File: src/rtl/corr_pkg.sv
// Shared widths, FSM encoding and origin-limit helper for the correlation
// scorer and its peak-tracking controller.
package corr_pkg;

  localparam int COORD_W = 13;
  localparam int SCORE_W = 16;

  typedef enum logic [2:0] {
    ST_IDLE    = 3'd0,
    ST_ISSUE   = 3'd1,
    ST_GUARD   = 3'd2,
    ST_WAIT    = 3'd3,
    ST_COMPARE = 3'd4,
    ST_ADVANCE = 3'd5,
    ST_DONE    = 3'd6
  } corrState_t;

  // Largest multiple of step that still keeps the template inside the frame.
  function automatic logic [COORD_W-1:0] lastOrigin(input int frameRes,
                                                    input int searchRes,
                                                    input int step);
    return COORD_W'(((frameRes - searchRes) / step) * step);
  endfunction

endpackage

File: src/rtl/corr_pos_stepper.sv
// Raster-order window origin counter: X advances fastest, wraps to 0 and
// steps Y; isLast flags the final origin of the sweep.
module corr_pos_stepper
  import corr_pkg::*;
#(
  parameter logic [COORD_W-1:0] LAST_X = '0,
  parameter logic [COORD_W-1:0] LAST_Y = '0,
  parameter int                 STEP   = 4
) (
  input  logic               clk,
  input  logic               rst,
  input  logic               clear,
  input  logic               advance,
  output logic [COORD_W-1:0] posX,
  output logic [COORD_W-1:0] posY,
  output logic               isLast
);

  localparam logic [COORD_W-1:0] STEP_C = COORD_W'(STEP);

  // NOTE: registers use non-blocking assignments so every flop samples the
  // pre-edge values; blocking here would create order-dependent simulation.
  always_ff @(posedge clk) begin
    if (rst || clear) begin
      posX <= '0;
      posY <= '0;
    end else if (advance) begin
      if (posX >= LAST_X) begin
        posX <= '0;
        posY <= posY + STEP_C;
      end else begin
        posX <= posX + STEP_C;
      end
    end
  end

  assign isLast = (posX == LAST_X) && (posY == LAST_Y);

endmodule

File: src/rtl/corr_peak_tracker.sv
// Sweeps the template over every candidate window, launches one scorer run
// per window and keeps the earliest highest-scoring origin.
module corr_peak_tracker
  import corr_pkg::*;
#(
  parameter int FRAME_H_RES    = 640,
  parameter int FRAME_V_RES    = 480,
  parameter int SEARCH_H_RES   = 32,
  parameter int SEARCH_V_RES   = 32,
  parameter int STEP           = 4,
  parameter int TIMEOUT_CYCLES = 65535
) (
  input  logic               iCLK,
  input  logic               iRST,
  input  logic               iStart,
  output logic [COORD_W-1:0] oXstart,
  output logic [COORD_W-1:0] oYstart,
  output logic               oCorrStart,
  input  logic               iFinished,
  input  logic [SCORE_W-1:0] iScore,
  output logic               oBusy,
  output logic               oDone,
  output logic               oValid,
  output logic [COORD_W-1:0] oBestX,
  output logic [COORD_W-1:0] oBestY,
  output logic [SCORE_W-1:0] oBestScore,
  output logic               oTimeout
);

  localparam logic [COORD_W-1:0] LAST_X = lastOrigin(FRAME_H_RES, SEARCH_H_RES, STEP);
  localparam logic [COORD_W-1:0] LAST_Y = lastOrigin(FRAME_V_RES, SEARCH_V_RES, STEP);
  localparam int                 CNT_W  = $clog2(TIMEOUT_CYCLES + 1);
  localparam logic [CNT_W-1:0]   CNT_LAST = CNT_W'(TIMEOUT_CYCLES - 1);

  if (SEARCH_H_RES > FRAME_H_RES || SEARCH_V_RES > FRAME_V_RES) begin : gBadSearch
    $error("corr_peak_tracker: search template larger than frame");
  end
  if (STEP < 1 || TIMEOUT_CYCLES < 1) begin : gBadStep
    $error("corr_peak_tracker: STEP and TIMEOUT_CYCLES must be at least 1");
  end

  corrState_t         state;
  logic [CNT_W-1:0]   waitCnt;
  logic [SCORE_W-1:0] scoreReg;
  logic               haveScore;
  logic               isLast;

  corr_pos_stepper #(
    .LAST_X (LAST_X),
    .LAST_Y (LAST_Y),
    .STEP   (STEP)
  ) uStepper (
    .clk     (iCLK),
    .rst     (iRST),
    .clear   (state == ST_IDLE && iStart),
    .advance (state == ST_ADVANCE && !isLast),
    .posX    (oXstart),
    .posY    (oYstart),
    .isLast  (isLast)
  );

  always_ff @(posedge iCLK) begin
    if (iRST) begin
      state      <= ST_IDLE;
      waitCnt    <= '0;
      scoreReg   <= '0;
      haveScore  <= 1'b0;
      oBestX     <= '0;
      oBestY     <= '0;
      oBestScore <= '0;
      oValid     <= 1'b0;
      oTimeout   <= 1'b0;
    end else begin
      // NOTE: the default arm keeps an illegal encoding from sticking the FSM.
      case (state)
        ST_IDLE: begin
          if (iStart) begin
            state      <= ST_ISSUE;
            haveScore  <= 1'b0;
            oBestX     <= '0;
            oBestY     <= '0;
            oBestScore <= '0;
            oValid     <= 1'b0;
            oTimeout   <= 1'b0;
          end
        end
        ST_ISSUE: state <= ST_GUARD;
        // The scorer's finished flag may still reflect the previous window.
        ST_GUARD: begin
          waitCnt <= '0;
          state   <= ST_WAIT;
        end
        ST_WAIT: begin
          if (iFinished) begin
            scoreReg <= iScore;
            state    <= ST_COMPARE;
          end else if (waitCnt == CNT_LAST) begin
            oTimeout <= 1'b1;
            state    <= ST_ADVANCE;
          end else begin
            waitCnt <= waitCnt + 1'b1;
          end
        end
        ST_COMPARE: begin
          // Strict compare: ties keep the earliest raster position.
          if (!haveScore || scoreReg > oBestScore) begin
            oBestScore <= scoreReg;
            oBestX     <= oXstart;
            oBestY     <= oYstart;
          end
          haveScore <= 1'b1;
          state     <= ST_ADVANCE;
        end
        ST_ADVANCE: begin
          if (isLast) begin
            oValid <= 1'b1;
            state  <= ST_DONE;
          end else begin
            state <= ST_ISSUE;
          end
        end
        ST_DONE: state <= ST_IDLE;
        default: state <= ST_IDLE;
      endcase
    end
  end

  assign oCorrStart = (state == ST_ISSUE) && !iRST;
  assign oBusy      = (state != ST_IDLE);
  assign oDone      = (state == ST_DONE);

endmodule

File: config.mk
export PLATFORM = sky130hd
export DESIGN_NAME = corr_peak_tracker
export DESIGN_NICKNAME = d
export VERILOG_FILES = /design/src/rtl/corr_pkg.sv /design/src/rtl/corr_pos_stepper.sv /design/src/rtl/corr_peak_tracker.sv
export SDC_FILE = /design/constraint.sdc
export NUM_CORES = 1
export LEC_CHECK = 0
export ABC_AREA = 1
export BUFFER_PORTS_ARGS = -buffer_cell sky130_fd_sc_hd__buf_2
export CAP_MARGIN = 20
export CELL_PAD_IN_SITES_DETAIL_PLACEMENT = 2
export CELL_PAD_IN_SITES_GLOBAL_PLACEMENT = 2
export CORE_MARGIN = 4
export CORE_UTILIZATION = 33
export DETAILED_ROUTE_END_ITERATION = 8
export PLACE_DENSITY_LB_ADDON = 0.12
export SLEW_MARGIN = 5
export SYNTH_ARGS = -nofsm -noshare
export SYNTH_HDL_FRONTEND = slang
export SYNTH_SLANG_ARGS = --single-unit
File: constraint.sdc
create_clock -name iCLK -period 3.1 [get_ports iCLK]
set_input_delay 0.155 -clock iCLK [delete_from_list [all_inputs] [get_ports iCLK]]
set_output_delay 0.155 -clock iCLK [all_outputs]
set_load 0.05 [all_outputs]
==> flow_summary.yaml <==
synthesis:
  syn_area_sq_um: 4990
  synthArstFlopShare_pct: 0
  synth_common_cells: "nand2_1, dfxtp_1, nor2_1"
  synth_ff_type: "dfxtp_1"
  synth_area_leaders: "dfxtp_1, nand2_1, a21oi_1"
  synth_top_area_share_pct: 39.3
  synth_edf_count: 0
  syn_area_per_cell_sq_um: 7.26
  yosysSeqAreaShare_pct: 39.3
  synth_top_cell_by_area: "dfxtp_1"
  synth_cell_types: 42
  ys_ff_latch: 98
  synthCells: 687
  yosysMostFrequentCell: "nand2_1"
  yosysWarnings: 0
placed_design:
  port_buffers: 84
  hpwl_um: 12000
  gp_congestion: 0.839
min_path:
  hold_end: "scoreReg[1]$_SDFFE_PP0P_"
  hp-class: "in2reg"
  worstHoldStart: "iScore[1]"
  holdPathStages: 3
floorplanning:
  core_sq_um: 14700
  ios: 93
  die_h_um: 131
  die_area_sq_um: 17200
  start_util_pct: 33.9
  fp.dieW_um: 131
  rows: 44
finish:
  diodes: 0
  layout.nets: 802
  post-route-util_pct: 39.6
  regArea_sq_um: 1960
  fillers: 1802
  areaGrowthSynthToFinish_pct: 16.8
  multi_input_area_sq_um: 2550
  drive_above_1_share_pct: 18.3
timing:
  setup_viol: 0
  drv_slew: 0
  skew_ns: 0.0125
  max-slew-margin-rel_pct: 49.3
  tightest_slew_ns: 0.756
  rsz0062_at_grt: "false"
  final_hold_viol_count: 0
  min_period_over_period_pct: 79.6
  fin_tns_setup_ns: 0
  min_period_ns: 2.47
  fmax_mhz: 405
critical_path:
  crit_slowest_cell: "dfxtp_1"
  reg2reg_setup_slack_ns: 0.63
  arrival_ns: 2.75
  endpoint_kind: "flip-flop"
  path_max_fanout: 18
  cp-start-kind: "flip-flop"
  cp.depth: 11
  critPathBufInv: 2
  cpPeakStageDelay_ns: 0.37
  r2r_end: "oBestScore[15]$_SDFFE_PP0P_"
  critical_path_required_ns: 3.38
  critical_path_class: "reg2reg"
  r2r_cells: 11
  path_cells: "inv_1 > ha_1 > nand2_1 > nor3_1 > nand3_1 > nand2_1 > nand2_1 > nand2_1 > buf_4 > nand2_1 > a21oi_1"
  rr_startpoint: "oBestScore[15]$_SDFFE_PP0P_"
  cpLargestDelayFamily: "simple AND/OR/NAND/NOR gates"
  cp_common_cell: "nand2_1"
grt:
  grt-ovfl-total: 0
  grt_max_degree: 51
  antenna_found_initial: 0
  grt_usage_pct: 20.3
  grt_pass1_wl_um: 27300
  grt_pass1_vias: 5252
power_and_ir_drop:
  power.density_nw_per_um2: 481
  irDropWorstVdd_v: 0.000268
  p_leak_nw: 2.43
clock_tree:
  post-cts-setup-buffers: 0
  path_clk_slew_ns: 0.07
  htreeDepth: 3
  cts_hold_buffers: 0
  cts_buffer_depth: 2
  cts_num_sinks: 98
  cts_root_buf: "clkbuf_16"
  cts_buffers: 9
  cts_resized: 0
  cts_tree: "built"
  clk_latency_ns: 0.36
detailed_routing:
  vias: 4860
  ant_nets: 0
  viasPerCell: 5.13
  wl_per_cell_um: 17.5
  drt_iter0_drc: 170
  drtPass1Iterations: 6
  drc_errors: 0
  routed_wl_um: 16600
status:
  status: "finished, final reports clean"
run:
  drv_cap: 0
[layout by cell type, fill, tap and decap left out, types with 5 or more instances in the layout]
cell,n
conb_1,8
nand2_1,129
ha_1,23
clkbuf_16,9
dfxtp_1,98
o21ai_1,5
buf_2,84
nand3_1,57
o21ai_0,20
a21oi_1,73
nor3_1,15
a21oi_2,6
xor2_1,17
nand4_1,19
nor2_1,82
buf_4,8
inv_1,66
[worst max-delay path by stage]
stage                                     start                           to
global placement    oBestScore[14]$_SDFFE_PP0P_   oBestScore[0]$_SDFFE_PP0P_
CTS                 oBestScore[15]$_SDFFE_PP0P_       oBestX[9]$_SDFFE_PP0P_
finish              oBestScore[15]$_SDFFE_PP0P_  oBestScore[15]$_SDFFE_PP0P_
floorplan           oBestScore[15]$_SDFFE_PP0P_   oBestScore[0]$_SDFFE_PP0P_
detailed placement  oBestScore[15]$_SDFFE_PP0P_       oBestX[9]$_SDFFE_PP0P_
global route        oBestScore[15]$_SDFFE_PP0P_   oBestScore[2]$_SDFFE_PP0P_
[layer usage]
metal | global-route usage [%] | vias to the layer above | wire length [um]
li1 | - | 2361 | -
met1 | 25.5 | 2412 | 7640
met2 | 36.1 | 73 | 8340
met3 | 2.60 | 14 | 394
met4 | 6.05 | 0 | 228
met5 | 0 | - | 0
[worst register-to-register path, cell delays in order, from the launching register on]
cell     delay [ns]
dfxtp_1        0.37
inv_1          0.06
ha_1           0.29
nand2_1        0.09
nor3_1         0.30
nand3_1        0.13
nand2_1        0.09
nand2_1        0.32
nand2_1        0.21
buf_4          0.28
nand2_1        0.11
a21oi_1        0.14
[flip-flops by register name (all words and copies together), names as in the netlist]
name / flops
oBestX: 11
waitCnt: 16
oBestY: 11
scoreReg: 16
uStepper.posY: 11
oBestScore: 16
haveScore: 1
uStepper.posX: 11
state: 3
oTimeout: 1
oValid: 1
[cell type report]
| class | count | area share [%] |
|---|---|---|
| Sequential cell | 98 | 33.7 |
| Multi-Input combinational cell | 485 | 43.8 |
| Inverter | 71 | 4.62 |
| Clock buffer | 10 | 3.93 |
| Timing Repair Buffer | 94 | 8.93 |
| Clock inverter | 6 | 1.12 |
| Tap cell | 184 | 3.95 |
[logic make-up after synthesis]
kind of cell / Yosys count / share of synthesized area (%)
XOR/XNOR: 20 / 3.51
buffers and inverters: 111 / 10.1
AO/OA/AOI/OAI: 111 / 12.1
other: 1 / 0.0752
adder cells (fa/ha/maj): 23 / 5.77
flip-flops: 98 / 39.3
AND/OR/NAND/NOR: 323 / 29.1
[power by group]
group | internal [W] | switching [W] | total (W)
combinational | 0.0000905 | 0.000257 | 0.000347
sequential | 0.00128 | 0.0000203 | 0.00130
clock | 0.000629 | 0.000529 | 0.00116
[through the flow]
step	setup slack [ns]	hold slack (ns)	instance area, sq um	total power, W	cells
CTS	0.587	0.0155	5830	0.00285	948
finish	0.632	0.0315	5830	0.00280	948
detailed placement	0.642	0.386	5530	0.00168	932
global route	0.281	0.0298	5830	0.00294	948
global placement	0.750	0.379	5530	0.00167	932
floorplan	0.945	0.290	5020	0.00159	694
Note: power is estimated with default switching activity, not from simulation.
